--- src/rtl/fpu_pkg.sv ---
// Shared types and helpers for the FPU add/sub front end.
// Optional specials are enabled with FPU_ADDSUB_SPECIALS_EN; the types here are always present.
package fpu_pkg;

  localparam int EXP_W_DEF = 11;
  localparam int MAN_W_DEF = 52;

  // Unpacked view of an operand in the default (binary64) format.
  typedef struct packed {
    logic                 sign;
    logic [EXP_W_DEF-1:0] exp;
    logic [MAN_W_DEF:0]   sig;
  } fp_unpacked_t;

  typedef struct packed {
    logic nan;
    logic inf;
    logic invalid;
  } fp_special_t;

  function automatic int unsigned fp_bias(input int unsigned exp_w);
    return (32'd1 << (exp_w - 32'd1)) - 32'd1;
  endfunction

endpackage

--- src/rtl/fpu_addsub_align_if.sv ---
// Operand/result bundle for fpu_addsub_align.
// With FPU_ADDSUB_SPECIALS_EN defined the bundle also carries nan/inf/invalid.
interface fpu_addsub_align_if
  import fpu_pkg::*;
#(
  parameter int EXP_W = EXP_W_DEF,
  parameter int MAN_W = MAN_W_DEF
) ();
  localparam int OP_W = 1 + EXP_W + MAN_W;

  // Valid/ready: a transfer happens on a rising clk edge where valid && ready.
  // The source holds its payload stable while valid && !ready; in_ready may
  // depend combinationally on out_ready.
  logic              in_valid;
  logic              in_ready;
  logic [OP_W-1:0]   opa;
  logic [OP_W-1:0]   opb;
  logic              sub;
  logic              out_valid;
  logic              out_ready;
  logic              sign;
  logic [MAN_W+3:0]  sum;
  logic [EXP_W:0]    exponent;
  logic              sticky;
  logic              zero;
`ifdef FPU_ADDSUB_SPECIALS_EN
  logic              nan;
  logic              inf;
  logic              invalid;

  modport master (
    output in_valid, opa, opb, sub, out_ready,
    input  in_ready, out_valid, sign, sum, exponent, sticky, zero, nan, inf, invalid
  );
  modport slave (
    input  in_valid, opa, opb, sub, out_ready,
    output in_ready, out_valid, sign, sum, exponent, sticky, zero, nan, inf, invalid
  );
`else
  modport master (
    output in_valid, opa, opb, sub, out_ready,
    input  in_ready, out_valid, sign, sum, exponent, sticky, zero
  );
  modport slave (
    input  in_valid, opa, opb, sub, out_ready,
    output in_ready, out_valid, sign, sum, exponent, sticky, zero
  );
`endif
endinterface

--- src/rtl/fpu_align_shift.sv ---
// Right shifter that reports whether any set bit was shifted out (sticky).
// Shift amounts of W or more clear the data and fold every input bit into sticky.
module fpu_align_shift #(
  parameter int W    = 56,
  parameter int SH_W = 11
) (
  input  logic [W-1:0]    i_data,
  input  logic [SH_W-1:0] i_shamt,
  output logic [W-1:0]    o_data,
  output logic            o_sticky
);
  localparam int unsigned LIM = W;

  logic [W-1:0] w_lost_mask;

  always_comb begin
    w_lost_mask = '0;
    o_data      = '0;
    o_sticky    = 1'b0;
    if (32'(i_shamt) >= LIM) begin
      o_sticky = |i_data;
    end else begin
      o_data      = i_data >> i_shamt;
      w_lost_mask = ~({W{1'b1}} << i_shamt);
      o_sticky    = |(i_data & w_lost_mask);
    end
  end

endmodule

--- src/rtl/fpu_addsub_align.sv ---
// Four-stage IEEE-754 add/sub front end: unpack/swap, align with sticky, magnitude add/sub, carry fix-up.
// NaN/Inf handling is compiled in with FPU_ADDSUB_SPECIALS_EN; otherwise all-ones exponents are ordinary numbers.
module fpu_addsub_align
  import fpu_pkg::*;
#(
  parameter int EXP_W = EXP_W_DEF,
  parameter int MAN_W = MAN_W_DEF
) (
  input  logic              clk,
  input  logic              rst,
  fpu_addsub_align_if.slave bus
);
  localparam int OP_W  = 1 + EXP_W + MAN_W;
  localparam int SIG_W = MAN_W + 1;
  localparam int SUM_W = MAN_W + 4;

  localparam logic [EXP_W-1:0] EXP_ONE  = {{(EXP_W-1){1'b0}}, 1'b1};
  localparam logic [EXP_W:0]   EXPW_ONE = {{EXP_W{1'b0}}, 1'b1};

  logic             w_adv;

  logic             w_a_sign, w_b_sign, w_b_sign_eff, w_eff_sub, w_a_ge, w_s1_sign;
  logic [EXP_W-1:0] w_a_exp, w_b_exp, w_a_eexp, w_b_eexp;
  logic [MAN_W-1:0] w_a_man, w_b_man;
  logic [SIG_W-1:0] w_a_sig, w_b_sig;

  logic             r_s1_valid, r_s1_eff_sub, r_s1_sign;
  logic [EXP_W-1:0] r_s1_exp, r_s1_diff;
  logic [SIG_W-1:0] r_s1_large, r_s1_small;

  logic [SUM_W-1:0] w_small_ext, w_small_al;
  logic             w_al_sticky;

  logic             r_s2_valid, r_s2_eff_sub, r_s2_sign, r_s2_sticky;
  logic [EXP_W-1:0] r_s2_exp;
  logic [SUM_W-1:0] r_s2_large, r_s2_small;

  logic [SUM_W-1:0] w_s3_sum;
  logic             r_s3_valid, r_s3_sign, r_s3_sticky;
  logic [EXP_W-1:0] r_s3_exp;
  logic [SUM_W-1:0] r_s3_sum;

  logic [SUM_W-1:0] w_fix_sum;
  logic [EXP_W:0]   w_fix_exp;
  logic             w_fix_sticky, w_fix_zero, w_fix_sign;

  logic             r_out_valid, r_out_sign, r_out_sticky, r_out_zero;
  logic [SUM_W-1:0] r_out_sum;
  logic [EXP_W:0]   r_out_exp;

  // Whole pipeline advances together; only a stalled output blocks it.
  assign w_adv        = !r_out_valid || bus.out_ready;
  assign bus.in_ready = w_adv;

  assign w_a_sign = bus.opa[OP_W-1];
  assign w_b_sign = bus.opb[OP_W-1];
  assign w_a_exp  = bus.opa[OP_W-2 -: EXP_W];
  assign w_b_exp  = bus.opb[OP_W-2 -: EXP_W];
  assign w_a_man  = bus.opa[MAN_W-1:0];
  assign w_b_man  = bus.opb[MAN_W-1:0];

  assign w_b_sign_eff = w_b_sign ^ bus.sub;
  assign w_eff_sub    = w_a_sign ^ w_b_sign ^ bus.sub;
  assign w_a_ge       = bus.opa[OP_W-2:0] >= bus.opb[OP_W-2:0];

  // Denormals use exponent 1 with hidden bit 0, so no separate adjustment is needed.
  assign w_a_eexp = (w_a_exp == '0) ? EXP_ONE : w_a_exp;
  assign w_b_eexp = (w_b_exp == '0) ? EXP_ONE : w_b_exp;
  assign w_a_sig  = {(w_a_exp != '0), w_a_man};
  assign w_b_sig  = {(w_b_exp != '0), w_b_man};

`ifdef FPU_ADDSUB_SPECIALS_EN
  logic        w_a_max, w_b_max, w_a_inf, w_b_inf, w_a_nan, w_b_nan;
  logic        w_a_snan, w_b_snan, w_inf_inf, w_any_nan;
  fp_special_t w_s1_spec, r_s1_spec, r_s2_spec, r_s3_spec, r_out_spec;

  assign w_a_max   = &w_a_exp;
  assign w_b_max   = &w_b_exp;
  assign w_a_inf   = w_a_max && (w_a_man == '0);
  assign w_b_inf   = w_b_max && (w_b_man == '0);
  assign w_a_nan   = w_a_max && (w_a_man != '0);
  assign w_b_nan   = w_b_max && (w_b_man != '0);
  assign w_a_snan  = w_a_nan && !w_a_man[MAN_W-1];
  assign w_b_snan  = w_b_nan && !w_b_man[MAN_W-1];
  assign w_inf_inf = w_a_inf && w_b_inf && w_eff_sub;
  assign w_any_nan = w_a_nan || w_b_nan || w_inf_inf;
  assign w_s1_spec = '{nan:     w_any_nan,
                       inf:     !w_any_nan && (w_a_inf || w_b_inf),
                       invalid: w_a_snan || w_b_snan || w_inf_inf};
`endif

  always_comb begin
    w_s1_sign = w_a_ge ? w_a_sign : w_b_sign_eff;
`ifdef FPU_ADDSUB_SPECIALS_EN
    if (w_s1_spec.inf) w_s1_sign = w_a_inf ? w_a_sign : w_b_sign_eff;
`endif
  end

  assign w_small_ext = {1'b0, r_s1_small, 2'b00};

  fpu_align_shift #(
    .W    (SUM_W),
    .SH_W (EXP_W)
  ) u_align (
    .i_data   (w_small_ext),
    .i_shamt  (r_s1_diff),
    .o_data   (w_small_al),
    .o_sticky (w_al_sticky)
  );

  // A set sticky means the true small operand is slightly larger, so subtract borrows one LSB.
  assign w_s3_sum = r_s2_eff_sub
                  ? (r_s2_large - r_s2_small - {{(SUM_W-1){1'b0}}, r_s2_sticky})
                  : (r_s2_large + r_s2_small);

  always_comb begin
    w_fix_sum    = r_s3_sum;
    w_fix_sticky = r_s3_sticky;
    w_fix_exp    = {1'b0, r_s3_exp};
    w_fix_sign   = r_s3_sign;
    if (r_s3_sum[SUM_W-1]) begin
      w_fix_sum    = r_s3_sum >> 1;
      w_fix_sticky = r_s3_sticky | r_s3_sum[0];
      w_fix_exp    = {1'b0, r_s3_exp} + EXPW_ONE;
    end
    w_fix_zero = (r_s3_sum == '0) && !r_s3_sticky;
    if (w_fix_zero) begin
      w_fix_sign = 1'b0;
      w_fix_exp  = '0;
    end
  end

  always_ff @(posedge clk) begin
    if (rst) begin
      r_s1_valid   <= 1'b0;
      r_s1_eff_sub <= 1'b0;
      r_s1_sign    <= 1'b0;
      r_s1_exp     <= '0;
      r_s1_diff    <= '0;
      r_s1_large   <= '0;
      r_s1_small   <= '0;
      r_s2_valid   <= 1'b0;
      r_s2_eff_sub <= 1'b0;
      r_s2_sign    <= 1'b0;
      r_s2_sticky  <= 1'b0;
      r_s2_exp     <= '0;
      r_s2_large   <= '0;
      r_s2_small   <= '0;
      r_s3_valid   <= 1'b0;
      r_s3_sign    <= 1'b0;
      r_s3_sticky  <= 1'b0;
      r_s3_exp     <= '0;
      r_s3_sum     <= '0;
      r_out_valid  <= 1'b0;
      r_out_sign   <= 1'b0;
      r_out_sticky <= 1'b0;
      r_out_zero   <= 1'b0;
      r_out_sum    <= '0;
      r_out_exp    <= '0;
    end else if (w_adv) begin
      r_s1_valid   <= bus.in_valid;
      r_s1_eff_sub <= w_eff_sub;
      r_s1_sign    <= w_s1_sign;
      r_s1_exp     <= w_a_ge ? w_a_eexp : w_b_eexp;
      r_s1_diff    <= w_a_ge ? (w_a_eexp - w_b_eexp) : (w_b_eexp - w_a_eexp);
      r_s1_large   <= w_a_ge ? w_a_sig : w_b_sig;
      r_s1_small   <= w_a_ge ? w_b_sig : w_a_sig;

      r_s2_valid   <= r_s1_valid;
      r_s2_eff_sub <= r_s1_eff_sub;
      r_s2_sign    <= r_s1_sign;
      r_s2_sticky  <= w_al_sticky;
      r_s2_exp     <= r_s1_exp;
      r_s2_large   <= {1'b0, r_s1_large, 2'b00};
      r_s2_small   <= w_small_al;

      r_s3_valid   <= r_s2_valid;
      r_s3_sign    <= r_s2_sign;
      r_s3_sticky  <= r_s2_sticky;
      r_s3_exp     <= r_s2_exp;
      r_s3_sum     <= w_s3_sum;

      r_out_valid  <= r_s3_valid;
      r_out_sign   <= w_fix_sign;
      r_out_sticky <= w_fix_sticky;
      r_out_zero   <= w_fix_zero;
      r_out_sum    <= w_fix_sum;
      r_out_exp    <= w_fix_exp;
    end
  end

`ifdef FPU_ADDSUB_SPECIALS_EN
  always_ff @(posedge clk) begin
    if (rst) begin
      r_s1_spec  <= '0;
      r_s2_spec  <= '0;
      r_s3_spec  <= '0;
      r_out_spec <= '0;
    end else if (w_adv) begin
      r_s1_spec  <= w_s1_spec;
      r_s2_spec  <= r_s1_spec;
      r_s3_spec  <= r_s2_spec;
      r_out_spec <= r_s3_spec;
    end
  end

  assign bus.nan     = r_out_spec.nan;
  assign bus.inf     = r_out_spec.inf;
  assign bus.invalid = r_out_spec.invalid;
`endif

  assign bus.out_valid = r_out_valid;
  assign bus.sign      = r_out_sign;
  assign bus.sum       = r_out_sum;
  assign bus.exponent  = r_out_exp;
  assign bus.sticky    = r_out_sticky;
  assign bus.zero      = r_out_zero;

endmodule

--- src/flat_wrapper.sv ---
// flat-port wrapper written by rule: the top's interface ports become plain ports
module fpu_addsub_align_flat import fpu_pkg::*;
#(
  parameter int EXP_W = EXP_W_DEF,
  parameter int MAN_W = MAN_W_DEF
)
  (clk, rst, bus_in_valid, bus_opa, bus_opb, bus_sub, bus_out_ready, bus_in_ready, bus_out_valid, bus_sign, bus_sum, bus_exponent, bus_sticky, bus_zero);
  fpu_addsub_align_if #(.EXP_W(EXP_W), .MAN_W(MAN_W)) bus_i ();
  input  logic clk;
  input  logic rst;
  input wire logic [$bits(bus_i.in_valid)-1:0] bus_in_valid;
  input wire logic [$bits(bus_i.opa)-1:0] bus_opa;
  input wire logic [$bits(bus_i.opb)-1:0] bus_opb;
  input wire logic [$bits(bus_i.sub)-1:0] bus_sub;
  input wire logic [$bits(bus_i.out_ready)-1:0] bus_out_ready;
  output wire logic [$bits(bus_i.in_ready)-1:0] bus_in_ready;
  output wire logic [$bits(bus_i.out_valid)-1:0] bus_out_valid;
  output wire logic [$bits(bus_i.sign)-1:0] bus_sign;
  output wire logic [$bits(bus_i.sum)-1:0] bus_sum;
  output wire logic [$bits(bus_i.exponent)-1:0] bus_exponent;
  output wire logic [$bits(bus_i.sticky)-1:0] bus_sticky;
  output wire logic [$bits(bus_i.zero)-1:0] bus_zero;
  assign bus_i.in_valid = bus_in_valid;
  assign bus_i.opa = bus_opa;
  assign bus_i.opb = bus_opb;
  assign bus_i.sub = bus_sub;
  assign bus_i.out_ready = bus_out_ready;
  assign bus_in_ready = bus_i.in_ready;
  assign bus_out_valid = bus_i.out_valid;
  assign bus_sign = bus_i.sign;
  assign bus_sum = bus_i.sum;
  assign bus_exponent = bus_i.exponent;
  assign bus_sticky = bus_i.sticky;
  assign bus_zero = bus_i.zero;
  fpu_addsub_align #(.EXP_W(EXP_W), .MAN_W(MAN_W)) u_core (.clk(clk), .rst(rst), .bus(bus_i));
endmodule
--- config.mk ---
export PLATFORM = sky130hd
export DESIGN_NAME = fpu_addsub_align_flat
export DESIGN_NICKNAME = d
export VERILOG_FILES = /design/src/rtl/fpu_pkg.sv /design/src/rtl/fpu_addsub_align_if.sv /design/src/rtl/fpu_align_shift.sv /design/src/rtl/fpu_addsub_align.sv /design/src/flat_wrapper.sv
export SDC_FILE = /design/constraint.sdc
export NUM_CORES = 2
export LEC_CHECK = 0
export BUFFER_PORTS_ARGS = -buffer_cell sky130_fd_sc_hd__buf_2
export CORE_MARGIN = 3
export CORE_UTILIZATION = 30
export DETAILED_ROUTE_END_ITERATION = 12
export PLACE_DENSITY = 0.51
export SYNTH_ARGS = -nofsm -noshare
export SYNTH_HDL_FRONTEND = slang
export SYNTH_SLANG_ARGS = --single-unit
--- constraint.sdc ---
create_clock -name clk -period 8 [get_ports clk]
set_input_delay 0 -clock clk [delete_from_list [all_inputs] [get_ports clk]]
set_output_delay 0 -clock clk [all_outputs]
set_load 0.1 [all_outputs]
==> impl_metrics.xml <==
<?xml version="1.0" encoding="UTF-8"?>
<metrics>
  <group name="run_status">
    <metric name="outcome" unit="">finished, final reports clean</metric>
  </group>
  <group name="power_and_ir_drop">
    <metric name="power.internal" unit="mW">4.35</metric>
    <metric name="netSwitchingFraction" unit="%">39.1</metric>
    <metric name="irDropWorstVdd" unit="V">0.000147</metric>
    <metric name="p_comb_share" unit="%">37.2</metric>
    <metric name="power.share.sequential" unit="%">32.6</metric>
    <metric name="switching_power" unit="mW">2.79</metric>
    <metric name="power.leakage" unit="nW">15.2</metric>
    <metric name="clkPwrFrac" unit="%">30.2</metric>
    <metric name="power_per_cell_area" unit="nW/um^2">207</metric>
    <metric name="p_total" unit="mW">7.13</metric>
  </group>
  <group name="die">
    <metric name="floorplan.die.height" unit="um">318</metric>
    <metric name="floorplan.rows" unit="">113</metric>
    <metric name="core" unit="sq um">95700</metric>
    <metric name="dieWidth" unit="um">318</metric>
    <metric name="die_area" unit="sq um">101000</metric>
    <metric name="num_io_pins" unit="">206</metric>
    <metric name="initial_utilization" unit="%">30.5</metric>
  </group>
  <group name="setup_path">
    <metric name="timing.rr.start" unit="">u_core.r_s2_large[25]</metric>
    <metric name="r2r_cells" unit="">15</metric>
    <metric name="crit_path_cell_trace" unit="">dlygate4sd3_1 -&gt; buf_2 -&gt; inv_1 -&gt; ha_1 -&gt; a21o_1 -&gt; a21oi_1 -&gt; o22ai_1 -&gt; o21ai_0 -&gt; nand3_1 -&gt; o31ai_1 -&gt; a21oi_1 -&gt; o21ai_4 -&gt; buf_4 -&gt; buf_4 -&gt; mux2i_1 -&gt; dlygate4sd3_1 -&gt; a211oi_1</metric>
    <metric name="crit_path_start" unit="">bus_opb[36]</metric>
    <metric name="cp-end-kind" unit="">flip-flop</metric>
    <metric name="timing.critical_path.fanout_max" unit="">56</metric>
    <metric name="cp_max_delay_cell" unit="">buf_4</metric>
    <metric name="crit_family" unit="">buffers and inverters</metric>
    <metric name="r2r-end" unit="">u_core.r_s3_sum[52]</metric>
    <metric name="critPathLaunchType" unit="">primary input</metric>
    <metric name="critical_path_class" unit="">primary input to flip-flop</metric>
    <metric name="crit_path_max_incr_delay" unit="ps">800</metric>
    <metric name="worst-endpoint-required" unit="ps">8520</metric>
    <metric name="register_to_register_path_setup_slack" unit="ps">3630</metric>
    <metric name="path_buf_inv" unit="">6</metric>
    <metric name="arrival_time_at_the_worst_endpoint" unit="ps">5530</metric>
  </group>
  <group name="clocking">
    <metric name="clk-insertion-delay-late" unit="ps">630</metric>
    <metric name="cts-root-buf" unit="">clkbuf_16</metric>
    <metric name="cts.clk_slew.worst_paths" unit="ps">70</metric>
    <metric name="cts.htree.levels" unit="">2</metric>
    <metric name="clk_path_buf_depth" unit="">3</metric>
    <metric name="cts_repair_resize_count" unit="">0</metric>
    <metric name="cts_tree" unit="">yes</metric>
    <metric name="numCtsBuffers" unit="">48</metric>
    <metric name="tritoncts_num_sinks" unit="">395</metric>
  </group>
  <group name="min_path">
    <metric name="hold_depth" unit="">5</metric>
    <metric name="timing.hold.worst.class" unit="">primary input to flip-flop</metric>
    <metric name="timing.hold.worst_endpoint" unit="">u_core.r_s1_small[52]</metric>
    <metric name="min-delay-start" unit="">bus_opb[55]</metric>
  </group>
  <group name="sta">
    <metric name="setup_viol" unit="">0</metric>
    <metric name="hold_viol" unit="">0</metric>
    <metric name="finClkSkew" unit="ps">34.2</metric>
    <metric name="slew-limit-headroom" unit="%">24.3</metric>
    <metric name="post-route-min-period" unit="ps">5010</metric>
    <metric name="worstMarginPinSlew" unit="ps">1130</metric>
    <metric name="final-max-slew-violation-count" unit="">0</metric>
    <metric name="grt_setup_unrepaired" unit="">no</metric>
    <metric name="setup_tns" unit="ps">0</metric>
    <metric name="final_clock_period_utilization_by_the_worst_path" unit="%">62.6</metric>
    <metric name="fmax" unit="MHz">200</metric>
    <metric name="finalHoldWorstSlack" unit="ps">47.8</metric>
  </group>
  <group name="synth">
    <metric name="synth.area.mux_share" unit="%">10.7</metric>
    <metric name="synth_compound_area_share" unit="%">23.7</metric>
    <metric name="mappedNetlistNets" unit="">4162</metric>
    <metric name="mappedNetlistArea" unit="sq um">29200</metric>
    <metric name="synthesis.area_per_instance" unit="sq um">7.72</metric>
    <metric name="async_flop_share" unit="%">0</metric>
    <metric name="synth.largest_area_cell" unit="">dfxtp_1</metric>
    <metric name="synthAdderAreaFrac" unit="%">10.7</metric>
    <metric name="post_synth_inst_count" unit="">3781</metric>
    <metric name="synth_top_family_by_area" unit="">compound AO/OA/AOI/OAI gates</metric>
    <metric name="yosysWarningCount" unit="">0</metric>
    <metric name="synth_xor_area_share" unit="%">3.72</metric>
    <metric name="synth_largest_type_area_fraction" unit="%">27.1</metric>
    <metric name="ys_ff_latch" unit="">395</metric>
    <metric name="ys.flop_type" unit="">dfxtp_1</metric>
    <metric name="ys_seq_area_share" unit="%">27.1</metric>
    <metric name="yosys.cell_types.count" unit="">80</metric>
    <metric name="synthSimpleGateAreaFrac" unit="%">17.0</metric>
    <metric name="number_of_enable_flip_flop_cells_after_synthesis" unit="">0</metric>
    <metric name="post_synth_main_area_contributors" unit="">dfxtp_1 27%, ha_1 11%, mux2i_1 7.9%</metric>
  </group>
  <group name="grt">
    <metric name="globalRouteTotalUtil" unit="%">20.1</metric>
    <metric name="largest_net_degree_at_the_start_of_global_routing" unit="">178</metric>
    <metric name="grt_remaining_overflow" unit="">0</metric>
    <metric name="antenna_found_initial" unit="">1</metric>
    <metric name="grt_pass1_vias" unit="">26200</metric>
    <metric name="wire_length_of_the_first_global_routing_pass" unit="um">162000</metric>
  </group>
  <group name="cells_and_area">
    <metric name="drive_above_1_share" unit="%">9.55</metric>
    <metric name="area_delta_synth_final" unit="%">18.3</metric>
    <metric name="finish.net_count" unit="">4374</metric>
    <metric name="antenna_cells_inserted" unit="">0</metric>
  </group>
  <group name="placement">
    <metric name="portBuffers" unit="">204</metric>
    <metric name="gp_congestion" unit="">0.928</metric>
    <metric name="dp_hpwl" unit="um">80100</metric>
  </group>
  <group name="drt">
    <metric name="detail_route.wl_per_cell" unit="um">20.0</metric>
    <metric name="detail_route.wirelength" unit="um">106000</metric>
    <metric name="route.detailed.drc" unit="">0</metric>
    <metric name="post_drt_via_cell_ratio" unit="">5.24</metric>
    <metric name="antenna_left" unit="">0</metric>
    <metric name="num_vias" unit="">27700</metric>
    <metric name="detail_route.first_pass.iterations" unit="">7</metric>
    <metric name="drt_iter0_drc" unit="">2013</metric>
  </group>
  <group name="flow_run">
    <metric name="cap_violations" unit="">0</metric>
  </group>
</metrics>
==> sequential cells by signal (all words and copies together), names as in the netlist, 11 cells and up <==
| signal | count |
|---|---|
| u_core.r_s2_exp | 11 |
| u_core.r_s2_small | 55 |
| u_core.r_s1_small | 53 |
| u_core.r_s2_large | 53 |
| u_core.r_s3_sum | 56 |
| u_core.r_s1_large | 53 |
| u_core.r_s3_exp | 11 |
| u_core.r_s1_exp | 11 |
| u_core.bus.sum | 55 |
| u_core.bus.exponent | 12 |
| u_core.r_s1_diff | 11 |
==> cells in the mapped netlist (69+ instances only) <==
cell,n
nand2_1,373
xnor2_1,83
nor2_1,451
inv_1,275
a211oi_1,225
clkbuf_1,214
mux2i_1,230
ha_1,245
o21ai_0,162
nand3_1,69
a21oi_1,315
dfxtp_1,395
==> layer usage <==
metal / track usage [%] / wire, um / share of wire, % / vias to the layer above
met2: 31.7 / 46900 / 44 / 730
met5: 0 / 0 / 0 / -
met4: 7.07 / 3800 / 3.6 / 0
met1: 28.2 / 50900 / 48 / 12900
met3: 2.30 / 4260 / 4.0 / 166
li1: - / - / - / 14000
==> power by group through the flow <==
stage	registers, mW	clock network [mW]	logic, mW
2_1_floorplan	2.43	0	1.71
3_3_place_gp	2.37	0	2.52
3_5_place_dp	2.37	0	2.51
4_1_cts	2.33	2.23	2.62
5_1_grt	2.35	2.30	2.89
6_report	2.33	2.15	2.65
==> cell families (layout without fill, tap and decap cells) <==
group	count (synthesis)	count (layout)
adder cells (fa/ha/maj)	248	248
other	1	1
multiplexers	271	271
AO/OA/AOI/OAI	1063	1063
XOR/XNOR	124	124
buffers and inverters	540	789
AND/OR/NAND/NOR	1139	1139
flip-flops	395	395
==> cells in the final DEF, fill, tap and decap left out, types with 10 or more instances in the layout <==
cell type      Yosys  layout
a211oi_1         225     225
a21o_1            65      65
a21oi_1          315     315
a221oi_1          14      14
a22oi_1           47      47
a31oi_1           19      19
and3_1            13      13
buf_2             15     203
buf_4              1      29
clkbuf_16          0      49
clkinv_2           0      10
dfxtp_1          395     389
dlygate4sd3_1      0     188
ha_1             245     245
inv_1            275     274
mux2i_1          230     230
mux4_2            32      32
nand2_1          373     373
nand2b_1          19      19
nand3_1           69      69
nand4_1           40      40
nor2_1           451     450
nor2b_1           31      30
nor3_1            56      56
nor4_1            42      42
o211ai_1          42      42
o21a_1            15      15
o21ai_0          162     162
o21bai_1          27      27
o22ai_1           21      21
o31ai_1           24      24
or3_1             10      10
xnor2_1           83      83
xor2_1            41      41
==> what timing repair did <==
item / 4_1_cts / 5_1_grt
buffers inserted: 0 / 0
hold buffers: 188 / 0
endpoints found under the hold margin: 196 / 0
==> per-stage QoR <==
| step | cells | area [sq um] | worst slack [ps] | utilization [%] |
|---|---|---|---|---|
| floorplan | 3781 | 29200 | 4140 | - |
| global route | 5295 | 34500 | 2620 | 36.1 |
| detailed placement | 5020 | 31100 | 3340 | 32.5 |
| CTS | 5295 | 34500 | 2980 | 36.1 |
| finish | 5295 | 34500 | 2990 | 36.1 |
| global placement | 5020 | 31100 | 3400 | 32.5 |
==> worst register-to-register path: stages, from the launching register on <==
cell and delay [ps]:
dfxtp_1 360, inv_1 50, ha_1 350, inv_1 130, ha_1 410, a21oi_1 290
o21ai_0 140, a311o_1 360, a221o_1 370, a221o_1 300, or3_1 360, a221oi_1 410
o21ai_1 170, a31oi_1 230, xor2_1 90, a221oi_1 270
==> area by class of cell <==
| type | count | area (sq um) |
|---|---|---|
| Clock buffer | 66 | 1380 |
| Clock inverter | 21 | 165 |
| Timing Repair Buffer | 423 | 3170 |
| Inverter | 279 | 1050 |
| Multi-Input combinational cell | 2846 | 19300 |
| Fill cell | 10200 | 61200 |
| Tap cell | 1265 | 1580 |
| Sequential cell | 395 | 7920 |
==> worst max-delay path by stage <==
stage / depth (start not counted) / endpoint
2_1_floorplan: 15 / u_core.r_s3_sum[52]
3_3_place_gp: 15 / u_core.r_s1_large[42]
3_5_place_dp: 15 / u_core.r_s1_large[46]
4_1_cts: 17 / u_core.r_s1_large[39]
5_1_grt: 17 / u_core.r_s1_small[40]
6_report: 17 / u_core.r_s1_large[41]
Power figures use the tool's default switching activity.
